File: src/rtl/seq_divider_if.sv
// Handshake and result bundle between the lab top and the sequential divider.
// The master side drives the synchronized switches and buttons; the slave side returns registered results.
interface seq_divider_if #(
   parameter int WIDTH = 8
);
   logic             run;
   logic             load_d;
   logic [WIDTH-1:0] din;
   logic [WIDTH-1:0] quot;
   logic [WIDTH-1:0] rem;
   logic [WIDTH-1:0] dval;
   logic             busy;
   logic             done;
   logic             div_zero;

   modport master (
      output run, load_d, din,
      input  quot, rem, dval, busy, done, div_zero
   );

   modport slave (
      input  run, load_d, din,
      output quot, rem, dval, busy, done, div_zero
   );
endinterface

File: src/rtl/seq_divider.sv
// Iterative unsigned restoring divider: one quotient bit per clock, WIDTH clocks per division.
// The divisor is loaded separately; a held Run level starts exactly one division.
module seq_divider #(
   parameter int WIDTH = 8
) (
   input logic         clk,
   input logic         rst,
   seq_divider_if.slave bus
);
   localparam int CW = (WIDTH > 1) ? $clog2(WIDTH) : 1;
   localparam logic [CW-1:0] LAST = CW'(WIDTH - 1);

   typedef enum logic [1:0] {
      IDLE    = 2'd0,
      COMPUTE = 2'd1,
      DONE    = 2'd2
   } state_t;

   state_t           state;
   state_t           state_nxt;
   logic [WIDTH-1:0] quot;
   logic [WIDTH-1:0] rem;
   logic [WIDTH-1:0] dval;
   logic [CW-1:0]    count;
   logic             div_zero;
   logic [WIDTH:0]   trial;
   logic [WIDTH:0]   diff;

   always_ff @(posedge clk or posedge rst) begin
      if (rst) begin
         state <= IDLE;
      end else begin
         state <= state_nxt;
      end
   end

   // DONE waits for Run to drop so a held button never retriggers a division.
   always_comb begin
      state_nxt = state;
      case (state)
         IDLE: begin
            if (bus.run && !bus.load_d) begin
               state_nxt = COMPUTE;
            end
         end
         COMPUTE: begin
            if (count == LAST) begin
               state_nxt = DONE;
            end
         end
         DONE: begin
            if (!bus.run) begin
               state_nxt = IDLE;
            end
         end
         default: state_nxt = IDLE;
      endcase
   end

   // Trial subtraction one bit wider than the operands; its MSB is the borrow.
   always_comb begin
      trial = {rem, quot[WIDTH-1]};
      diff  = trial - {1'b0, dval};
   end

   always_ff @(posedge clk or posedge rst) begin
      if (rst) begin
         quot     <= '0;
         rem      <= '0;
         dval     <= '0;
         count    <= '0;
         div_zero <= 1'b0;
      end else begin
         case (state)
            IDLE: begin
               if (bus.load_d) begin
                  dval <= bus.din;
               end else if (bus.run) begin
                  quot     <= bus.din;
                  rem      <= '0;
                  count    <= '0;
                  div_zero <= (dval == '0);
               end
            end
            COMPUTE: begin
               if (!diff[WIDTH]) begin
                  rem  <= diff[WIDTH-1:0];
                  quot <= {quot[WIDTH-2:0], 1'b1};
               end else begin
                  rem  <= trial[WIDTH-1:0];
                  quot <= {quot[WIDTH-2:0], 1'b0};
               end
               count <= count + CW'(1);
            end
            default: begin
            end
         endcase
      end
   end

   assign bus.quot     = quot;
   assign bus.rem      = rem;
   assign bus.dval     = dval;
   assign bus.div_zero = div_zero;
   assign bus.busy     = (state == COMPUTE);
   assign bus.done     = (state == DONE);
endmodule

File: src/flat_wrapper.sv
// flat-port wrapper written by rule: the top's interface ports become plain ports
module seq_divider_flat 
#(
   parameter int WIDTH = 8
)
  (clk, rst, bus_run, bus_load_d, bus_din, bus_quot, bus_rem, bus_dval, bus_busy, bus_done, bus_div_zero);
  seq_divider_if #(.WIDTH(WIDTH)) bus_i ();
  input logic clk;
  input logic rst;
  input wire logic [$bits(bus_i.run)-1:0] bus_run;
  input wire logic [$bits(bus_i.load_d)-1:0] bus_load_d;
  input wire logic [$bits(bus_i.din)-1:0] bus_din;
  output wire logic [$bits(bus_i.quot)-1:0] bus_quot;
  output wire logic [$bits(bus_i.rem)-1:0] bus_rem;
  output wire logic [$bits(bus_i.dval)-1:0] bus_dval;
  output wire logic [$bits(bus_i.busy)-1:0] bus_busy;
  output wire logic [$bits(bus_i.done)-1:0] bus_done;
  output wire logic [$bits(bus_i.div_zero)-1:0] bus_div_zero;
  assign bus_i.run = bus_run;
  assign bus_i.load_d = bus_load_d;
  assign bus_i.din = bus_din;
  assign bus_quot = bus_i.quot;
  assign bus_rem = bus_i.rem;
  assign bus_dval = bus_i.dval;
  assign bus_busy = bus_i.busy;
  assign bus_done = bus_i.done;
  assign bus_div_zero = bus_i.div_zero;
  seq_divider #(.WIDTH(WIDTH)) u_core (.clk(clk), .rst(rst), .bus(bus_i));
endmodule
File: config.mk
export PLATFORM = sky130hd
export DESIGN_NAME = seq_divider_flat
export DESIGN_NICKNAME = d
export VERILOG_FILES = /design/src/rtl/seq_divider_if.sv /design/src/rtl/seq_divider.sv /design/src/flat_wrapper.sv
export SDC_FILE = /design/constraint.sdc
export NUM_CORES = 1
export LEC_CHECK = 0
export BUFFER_PORTS_ARGS = -buffer_cell sky130_fd_sc_hd__buf_4
export CORE_ASPECT_RATIO = 0.8
export CORE_MARGIN = 2
export CORE_UTILIZATION = 54
export CTS_CLUSTER_SIZE = 8
export DETAILED_ROUTE_END_ITERATION = 16
export GPL_TIMING_DRIVEN = 0
export PLACE_DENSITY = 0.78
export SLEW_MARGIN = 20
export SYNTH_ARGS = -nofsm -noshare
export SYNTH_HDL_FRONTEND = slang
export SYNTH_SLANG_ARGS = --single-unit
File: constraint.sdc
create_clock -name clk -period 2.4 [get_ports clk]
set_input_delay 0 -clock clk [delete_from_list [all_inputs] [get_ports clk]]
set_output_delay 0 -clock clk [all_outputs]
set_load 0.01 [all_outputs]
==> impl_results.md, run 1 <==
* Outcome: finished, final reports clean
* Rel. slew slack at 0.542
* # rows at 18
* Max-cap violation count at 0
* CTS tree: yes
* Routed WL at 5.04 mm
* Initial antenna violation count at 0
* CP Launch Type: flop
* Synth area leaders: dfrtp_1 41%, ha_1 6.8%, nand2_1 6.5%
* Yosys cell types at 47
* Crit path kind: reg2reg
* Worst skew pair latency at 0.27 ns
* Hold Crit Class: in2reg
* Switching Share at 0.469
* Root buf cell: clkbuf_8
* Final setup viols at 0
* DR vias/cell at 5.93
* Drt wl/cell at 17.1 um
* DIE HEIGHT at around 56 um
* Sequential share of power at 0.237
* RSZ-0062 raised after global routing: no
* Number of synthesized flops with an enable pin at 0
* Fin. max-slew vios at 0
* GP Congestion at 0.918
* Avg Cell Area, Syn at 9.34 sq um
* Tcrit/Tclk final at 0.972
* Hold Violations, Final at 0
* Final Critical Period at 2.33 ns
* Io pins at 39
* Synth-to-Final Area Change at 30.2%
* Design area at 2400 sq um
* Worst-margin pin slew at 0.686 ns
* # diodes at 0
* VDD IR max at a little under 0.001 V
* Nets@finish at between 200 and 300
* Post-synth top area cell: dfrtp_1
* Final ANT Viol Nets at 0
* WHS at 0.176 ns
* TritonCTS Buffers at 5
* H-tree Lvls at 2
* Total power at 4290 uW
* Critical path peak fanout at 5
* Most frequent cell after synthesis: nand2_1
* Post-synthesis register bit count at 30
* Top post-synthesis cells by count: 32 x nand2_1, 30 x dfrtp_1, 19 x o21ai_0
* Vias at approximately 1,700
* Clock Power Share at 0.097
* Crit. End Element: flop
* Synth Net Count at 220
* Initial DRC Count at 147
* Die span in x at 69.3 um
* Vias in the first global route at 1,690
* Synth Warn # at 0
* Die ar. at 3890 sq um
* Asr flop ratio synth at 1.00
* Layout cells sized above 1 at 0.267
* Logic pwr share at 0.667
* First-pass GRT wire length at 8.21 mm
* Clk buf depth at 2
* TritonRoute pass-1 iters at 5
* Sequential fraction of the synthesis area at 0.408
* Static leakage at ~0.0011 uW
* Post-DP HPWL at 3.56 mm
* Buffers on Ports at 38
* Main synth FF type: dfrtp_1
* P_int at 2280 uW
* Initial Util at 0.580
* DRC at 0
* Post-DP Area at 2180 sq um
* Total Routing Usage GR at 0.268
* Cells after Synth at 197
* Final WS setup at 0.0684 ns
* Fmax at between 0.4 and 0.5 GHz
* Post-layout util at 0.755
* PwrDens at 1790 nW/um^2
* Total grt overflow at 0
* Switching power at between 2000 and 2500 uW
* Core area at 3180 sq um
* Synthesized area at ~1800 sq um
* CP arrival at around 2.5 ns
* Final Skew at 0.00419 ns
* Pre-CTS setup slack at -0.0656 ns
* Worst EP required at 2.57 ns
* Sink Count at 30
* Worst-path clk slew at 0.06 ns
* Post-synth top area share at 0.408
* Pin count of the biggest net entering global routing at 31
[layout by cell type (no fill, tap or decap), types with 2 or more instances in the layout]
cell type,netlist,layout
buf_4,0,40
nand2_1,32,32
dfrtp_1,30,30
o21ai_0,19,19
inv_1,14,13
ha_1,10,10
dlygate4sd3_1,0,10
mux2i_1,7,7
clkbuf_1,5,6
a21oi_1,6,6
clkbuf_8,0,6
o211ai_1,5,5
nand3_1,5,5
a21o_1,4,4
nor2_1,4,4
o2111ai_1,4,4
buf_2,3,3
nor3_1,3,3
a22o_1,3,3
or3_1,3,3
nor4_1,3,3
nand2b_1,2,2
a21oi_2,3,2
nor3_2,2,2
o31ai_1,2,2
mux2_2,2,2
nor2b_1,2,2
xnor2_1,2,2
[cell type report]
cell class	count	area [sq um]
multi-input cells	144	1010
fillers	223	779
flip-flops and latches	30	751
repair buffers	50	398
clock buffers	7	86.3
inverters	14	52.6
well taps	40	50.0
plain buffers	9	47.5
clock inverters	1	5.00
[path summary, 6_finish.rpt]
path / start / endpoint / slack (ns) / depth (start not counted)
worst max-delay path: u_core.bus.quot[7] / u_core.bus.rem[2] / 0.07 / 10
worst min-delay path: bus_load_d / u_core.state[0] / 0.18 / 4
worst max register to register: u_core.bus.quot[7] / u_core.bus.rem[2] / 0.07 / 10
worst min register to register: u_core.count[2] / u_core.count[2] / 0.52 / 1
max in group asynchronous: rst / u_core.bus.quot[7] / 1.63 / 3
min in group asynchronous: rst / u_core.bus.quot[3] / 0.36 / 3
[logic make-up (layout without fill, tap and decap cells)]
group,after synthesis,after routing,share of synthesized area
AO/OA/AOI/OAI,58,58,0.221
buffers and inverters,23,81,0.0530
XOR/XNOR,3,3,0.0143
AND/OR/NAND/NOR,63,63,0.175
multiplexers,9,9,0.0503
adder cells (fa/ha/maj),11,11,0.0789
flip-flops,30,30,0.408
[worst max-delay path, cell delays in order (launching register included)]
cell	delay [ns]
dfrtp_1	0.41
inv_1	0.11
ha_1	0.20
inv_1	0.07
fa_2	0.39
a21oi_4	0.18
o211ai_2	0.15
a21boi_2	0.21
buf_4	0.17
o21ai_1	0.08
a32o_1	0.26
[power groups by stage]
| stage | logic [uW] | registers [uW] | clock network (uW) |
|---|---|---|---|
| after floorplan | 1800 | 1050 | 0 |
| after global placement | 2590 | 990 | 0 |
| after detailed placement | 2680 | 1010 | 0 |
| after CTS | 2760 | 1000 | 423 |
| after global routing | 3090 | 1050 | 446 |
| final | 2860 | 1010 | 414 |
[through the flow]
stage | TNS [ns] | std cells
6_report | 0 | 295
5_1_grt | 0 | 295
4_1_cts | 0 | 293
3_5_place_dp | -0.200 | 275
3_3_place_gp | 0 | 275
2_1_floorplan | 0 | 197
[routing by layer]
| metal | wire, um | vias up | global-route usage |
|---|---|---|---|
| met1 | 2320 | 846 | 0.394 |
| met3 | 283 | 9 | 0.0525 |
| li1 | - | 817 | - |
| met4 | 62 | 0 | 0.0756 |
| met2 | 2370 | 76 | 0.402 |
| met5 | 0 | - | 0 |
[timing repair]
action | in CTS | in global routing
hold endpoints to repair | 9 | 30
setup buffers | 1 | 0
gates cloned | 0 | 1
setup endpoints to repair | 7 | 6
hold buffers | 9 | 1
pin swaps | 2 | 0
resized for setup | 2 | 3
[registers in the layout (all words and copies together) (netlist names)]
name / flops
u_core.bus.dval: 8
u_core.state: 2
u_core.bus.quot: 8
u_core.count: 3
u_core.bus.div_zero: 1
u_core.bus.rem: 8
No activity file was read; power rests on OpenSTA's default activity.
==> inputs of run 2 (changes only) <==
--- a/config.mk
+++ b/config.mk
@@ -8,11 +8,11 @@
 export BUFFER_PORTS_ARGS = -buffer_cell sky130_fd_sc_hd__buf_4
 export CORE_ASPECT_RATIO = 0.8
 export CORE_MARGIN = 2
-export CORE_UTILIZATION = 54
+export CORE_UTILIZATION = 49
 export CTS_CLUSTER_SIZE = 8
 export DETAILED_ROUTE_END_ITERATION = 16
 export GPL_TIMING_DRIVEN = 0
-export PLACE_DENSITY = 0.78
+export PLACE_DENSITY = 0.75
 export SLEW_MARGIN = 20
 export SYNTH_ARGS = -nofsm -noshare
 export SYNTH_HDL_FRONTEND = slang
==> constraint.sdc (replaced) <==
create_clock -name clk -period 2.05 [get_ports clk]
set_input_delay 0 -clock clk [delete_from_list [all_inputs] [get_ports clk]]
set_output_delay 0 -clock clk [all_outputs]
set_load 0.01 [all_outputs]
==> run 2 against run 1 <==
- the run now ends with negative setup slack left
- hold slack worse by 0.033 ns
- utilization shrank 2.7 points
- setup slack got worse by 0.16 ns
- critical path type unchanged
- critical endpoint unchanged
- highest routed layer unchanged
==> impl_results.md, run 2 (synthesized netlist as in run 1, its figures left out) <==
* Clk buf depth at 2
* WHS at about 0.14 ns
* Biggest regs: u_core.bus.dval (8), u_core.bus.quot (8), u_core.bus.rem (8)
* Hold Violations, Final at 0
* RR Endpoint: u_core.bus.rem[2]
* Critical Path Slowest Stage Cell: dfrtp_1
* Vias in the first global route at about 1,700
* Worst-path clk slew at 0.07 ns
* CTS tree: yes
* Fmax at 0.466 GHz
* CP Launch Type: flop
* Reg2Reg Launch Point: u_core.bus.quot[7]
* Design area at 2560 sq um
* Reg2reg setup slack at -0.09 ns
* Crit path kind: reg2reg
* Total power at 5470 uW
* Final WS setup at -0.0943 ns
* TritonRoute pass-1 iters at 4
* First-pass GRT wire length at 7.92 mm
* Final Critical Period at 2.14 ns
* Vias at 1,757
* Static leakage at around 0.0012 uW
* Final setup viols at 7
* Post-DP HPWL at 3.40 mm
* CP Cell Sequence: inv_2 > ha_4 > inv_2 > fa_2 > a21oi_4 > o211ai_2 > a21boi_2 > buf_6 > o21ai_1 > a32o_2
* TritonCTS Buffers at 5
* CP arrival at between 2 and 2.5 ns
* Final Skew at 0.00958 ns
* Most frequent cells in the layout: 50 x buf_4, 32 x nand2_1, 29 x dfrtp_1
* Die ar. at 4270 sq um
* Failing checks: negative setup slack
* Crit path from: u_core.bus.quot[7]
* CP endpoint: u_core.bus.rem[2]
* Max-cap violation count at 0
* Crit. End Element: flop
* Initial Util at 0.523
* CP max stage delay at roughly 0.38 ns
* VDD IR max at 0.00144 V
* Commonest non-fill, non-tap cell in the layout: buf_4
* FF-to-FF path depth at 10
* DR vias/cell at 5.67
* PwrDens at 2140 nW/um^2
* Layout cells sized above 1 at 0.336
* Routed WL at 4.96 mm
* Nets@finish at 290
* DIE HEIGHT at 58.8 um
* Final ANT Viol Nets at 0
* RSZ-0062 raised after global routing: yes
* Initial antenna violation count at 0
* Worst skew pair latency at ~0.29 ns
* Setup TNS Final at -0.308 ns
* Initial DRC Count at ~120
* Hold Crit Class: in2reg
* Post-DP Area at 2200 sq um
* Tcrit/Tclk final at 1.05
* Synth-to-Final Area Change at 39.2%
* Io pins at 39
* Outcome: finished with violations
* Critical path peak fanout at 5
* # rows at 19
* Worst-margin pin slew at around 0.8 ns
* Core area at 3520 sq um
* Pin count of the biggest net entering global routing at 31
* H-tree Lvls at 2
* Sink Count at 30
* DRC at 0
* Rel. slew slack at 0.464
* # diodes at 0
* Buffers on Ports at 38
* Total grt overflow at 0
* Root buf cell: clkbuf_8
* Die span in x at roughly 73 um
* Fin. max-slew vios at 0
* Worst EP required at 2.23 ns
* Drt wl/cell at about 16 um
* GP Congestion at 0.835
* Total Routing Usage GR at 0.245
* Most frequent CP cell: inv_2
* Pre-CTS setup slack at -0.188 ns
-- run 2: changes by cell type in the layout (fill, tap and decap cells not counted), sizes merged --
cell,change
buf,+13
-- run 2: final cells by class --
cell class / instances / area, sq um
inverters: 14 / 52.6
well taps: 42 / 52.6
flip-flops and latches: 30 / 752
fillers: 273 / 957
multi-input cells: 144 / 1060
plain buffers: 9 / 51.3
clock inverters: 1 / 5.00
clock buffers: 7 / 86.3
repair buffers: 63 / 503
-- run 2: worst max-delay path, delay by kind of cell, from the launching register on --
kind	cells	cell delay [ns]
flip-flops	1	0.38
buffers and inverters	3	0.26
adder cells (fa/ha/maj)	2	0.49
AO/OA/AOI/OAI	5	0.89
-- run 2: routing by layer --
metal	part of all wire	vias up	global-route usage
li1	-	848	-
met1	0.48	834	0.337
met2	0.45	68	0.378
met3	0.064	7	0.0634
met4	0.012	0	0.0873
met5	0	-	0
-- run 2: worst min path at each step --
| stage | slack (ns) | from | cells after the start | endpoint |
|---|---|---|---|---|
| 2_1_floorplan | 0.09 | rst | 1 | u_core.bus.div_zero |
| 3_3_place_gp | 0.22 | bus_din[1] | 3 | u_core.bus.dval[1] |
| 3_5_place_dp | 0.13 | rst | 2 | u_core.state[1] |
| 4_1_cts | 0.14 | bus_load_d | 4 | u_core.state[0] |
| 5_1_grt | 0.20 | bus_load_d | 4 | u_core.state[0] |
| 6_report | 0.14 | bus_load_d | 4 | u_core.state[0] |
-- run 2: timing repair --
action / in CTS / in global routing
hold buffers: 10 / 0
setup endpoints to repair: 8 / 9
hold endpoints to repair: 39 / 0
pin swaps: 3 / 7
resized for setup: 5 / 12
buffers inserted: 7 / 6
gates cloned: 2 / 0
-- run 2: power by group --
part           switching (uW)  internal [uW]  leakage, uW  total, uW
registers                 305            898     0.000370       1200
logic                    1930           1840     0.000780       3770
clock network             228            270    0.0000482        498
total                    2460           3010      0.00120       5470
-- run 2: per-stage QoR --
| stage | instances | utilization |
|---|---|---|
| 2_1_floorplan | 197 | - |
| 6_report | 310 | 0.728 |
| 3_5_place_dp | 277 | 0.624 |
| 3_3_place_gp | 277 | 0.624 |
| 5_1_grt | 310 | 0.728 |
| 4_1_cts | 304 | 0.700 |
==> inputs of run 3 (changes only) <==
==> constraint.sdc (replaced) <==
create_clock -name clk -period 1.9 [get_ports clk]
set_input_delay 0 -clock clk [delete_from_list [all_inputs] [get_ports clk]]
set_output_delay 0 -clock clk [all_outputs]
set_load 0.01 [all_outputs]
==> run 3 against run 2 <==
- the flow still finishes with violations (negative setup slack)
- routed wire length fell by 2.3%
- non-clock buffer count down 4
- sequential power increased by 8%
- clock power fell by 5.2%
- setup slack lost 0.13 ns
- utilization is 1.4 points lower
- via count down 1.9%
- largest power group unchanged
==> impl_results.md, run 3 (synthesized netlist as in run 1, its figures left out) <==
* Fmax at approximately 0.47 GHz
* VDD IR max at 0.00174 V
* Core area at 3520 sq um
* Clock Power Share at 0.082
* Biggest regs: u_core.bus.dval (8), u_core.bus.quot (8), u_core.bus.rem (8)
* TritonCTS Buffers at 5
* Outcome: finished with violations
* Design area at 2510 sq um
* FF-to-FF path depth at 9
* CP max stage delay at 0.43 ns
* Most frequent cells in the layout: 47 x buf_4, 32 x nand2_1, 29 x dfrtp_1
* Sink Count at 30
* TritonRoute pass-1 iters at 4
* Switching Share at 0.457
* Pin count of the biggest net entering global routing at 31
* Max-cap violation count at 0
* Switching power at about 2600 uW
* Total grt overflow at 0
* CP arrival at 2.30 ns
* Reg2reg setup slack at -0.22 ns
* Inst Count DP at about 280
* Logic pwr share at 0.692
* Die span in x at 72.5 um
* Fin. max-slew vios at 0
* Final Critical Period at 2.12 ns
* # rows at 19
* Initial Util at 0.523
* Routed WL at 4.85 mm
* Worst-margin pin slew at 0.628 ns
* PwrDens at 2280 nW/um^2
* Layout cells sized above 1 at 0.335
* Critical path peak fanout at 5
* HP Start: bus_load_d
* Die ar. at 4270 sq um
* Pre-CTS setup slack at -0.365 ns
* Total power at 5740 uW
* P_int at 3110 uW
* Worst EP required at 2.08 ns
* H-tree Lvls at 2
* CTS tree: yes
* Tcrit/Tclk final at 1.12
* Initial antenna violation count at 0
* # diodes at 0
* Critical Path Slowest Stage Cell: dfrtp_2
* CP Launch Type: flop
* Post-DP HPWL at 3.41 mm
* First-pass GRT wire length at 7.78 mm
* Final WS setup at -0.223 ns
* Worst-path clk slew at 0.06 ns
* Final ANT Viol Nets at 0
* Vias in the first global route at 1,644
* Vias at around 1,700
* Worst skew pair latency at 0.27 ns
* DRC at 0
* GP Congestion at 0.875
* DR vias/cell at about 5.6
* CP endpoint: u_core.bus.rem[0]
* Nets@finish at 286
* Crit. End Element: flop
* Rel. slew slack at 0.580
* Clk buf depth at 2
* RSZ-0062 raised after global routing: yes
* Static leakage at 0.00116 uW
* Synth-to-Final Area Change at 36.5%
* Hold Crit Class: in2reg
* Hold Violations, Final at 0
* Final Skew at 0.00349 ns
* Io pins at 39
* DIE HEIGHT at 58.8 um
* Total Routing Usage GR at 0.238
* Failing checks: negative setup slack
* CP Cell Sequence: ha_4 > inv_2 > fa_2 > a21oi_4 > o211a_4 > nor3_4 > buf_6 > or2_4 > o311ai_2
* Crit path kind: reg2reg
* Buffers on Ports at 38
* Commonest non-fill, non-tap cell in the layout: buf_4
* Crit path from: u_core.bus.dval[0]
* Initial DRC Count at between 100 and 150
* Post-DP Area at 2200 sq um
* Root buf cell: clkbuf_8
* Reg2Reg Launch Point: u_core.bus.dval[0]
* Non-Filler Instances at 305
* RR Endpoint: u_core.bus.rem[0]
* Post-layout util at 0.714
* Drt wl/cell at ~16 um
* Sequential share of power at 0.225
* Final setup viols at 9
[run 3: worst min path at each step]
stage,end,slack [ns],cells past startpoint
after floorplan,u_core.bus.div_zero,0.09,1
after global placement,u_core.bus.dval[6],0.22,3
after detailed placement,u_core.bus.quot[3],0.13,2
after CTS,u_core.state[0],0.15,4
after global routing,u_core.state[0],0.18,4
final,u_core.state[0],0.16,4
[run 3: repair_timing]
item                       CTS  global route
hold endpoints to repair    39             0
setup endpoints to repair    9            17
cloned                       2             0
gates resized for setup      7            10
pin swaps                    7             8
hold buffers                10             0
setup buffers                5             5
[run 3: critical path: cells and delay by family, from the launching register on]
kind                     cells  cell delay, ns
adder cells (fa/ha/maj)      2            0.52
buffers and inverters        2            0.17
AND/OR/NAND/NOR              2            0.32
AO/OA/AOI/OAI                3            0.58
flip-flops                   1            0.43
[run 3: metrics by stage]
| stage | TNS (ns) | hold slack [ns] |
|---|---|---|
| floorplan | -0.986 | 0.0908 |
| global placement | -2.25 | 0.220 |
| detailed placement | -2.50 | 0.129 |
| CTS | -1.17 | 0.150 |
| global route | -2.27 | 0.175 |
| finish | -1.54 | 0.164 |
[run 3: cell type report]
cell class,instances,area [sq um]
Multi-Input combinational cell,144,1060
Fill cell,284,1010
Sequential cell,30,752
Timing Repair Buffer,59,469
Clock buffer,7,76.3
Buffer,9,52.6
Inverter,14,52.6
Tap cell,42,52.6
[run 3: power by group through the flow]
stage	Sequential, uW	Clock [uW]	Combinational [uW]
6_report	1290	472	3970
4_1_cts	1280	478	3630
2_1_floorplan	1330	0	2310
5_1_grt	1330	501	4360
3_5_place_dp	1300	0	3350
3_3_place_gp	1290	0	3300
[run 3: routing by layer]
layer	share of wire	track usage
met1	0.48	0.340
met2	0.44	0.368
met3	0.078	0.0582
met4	0.0087	0.0529
met5	0	0
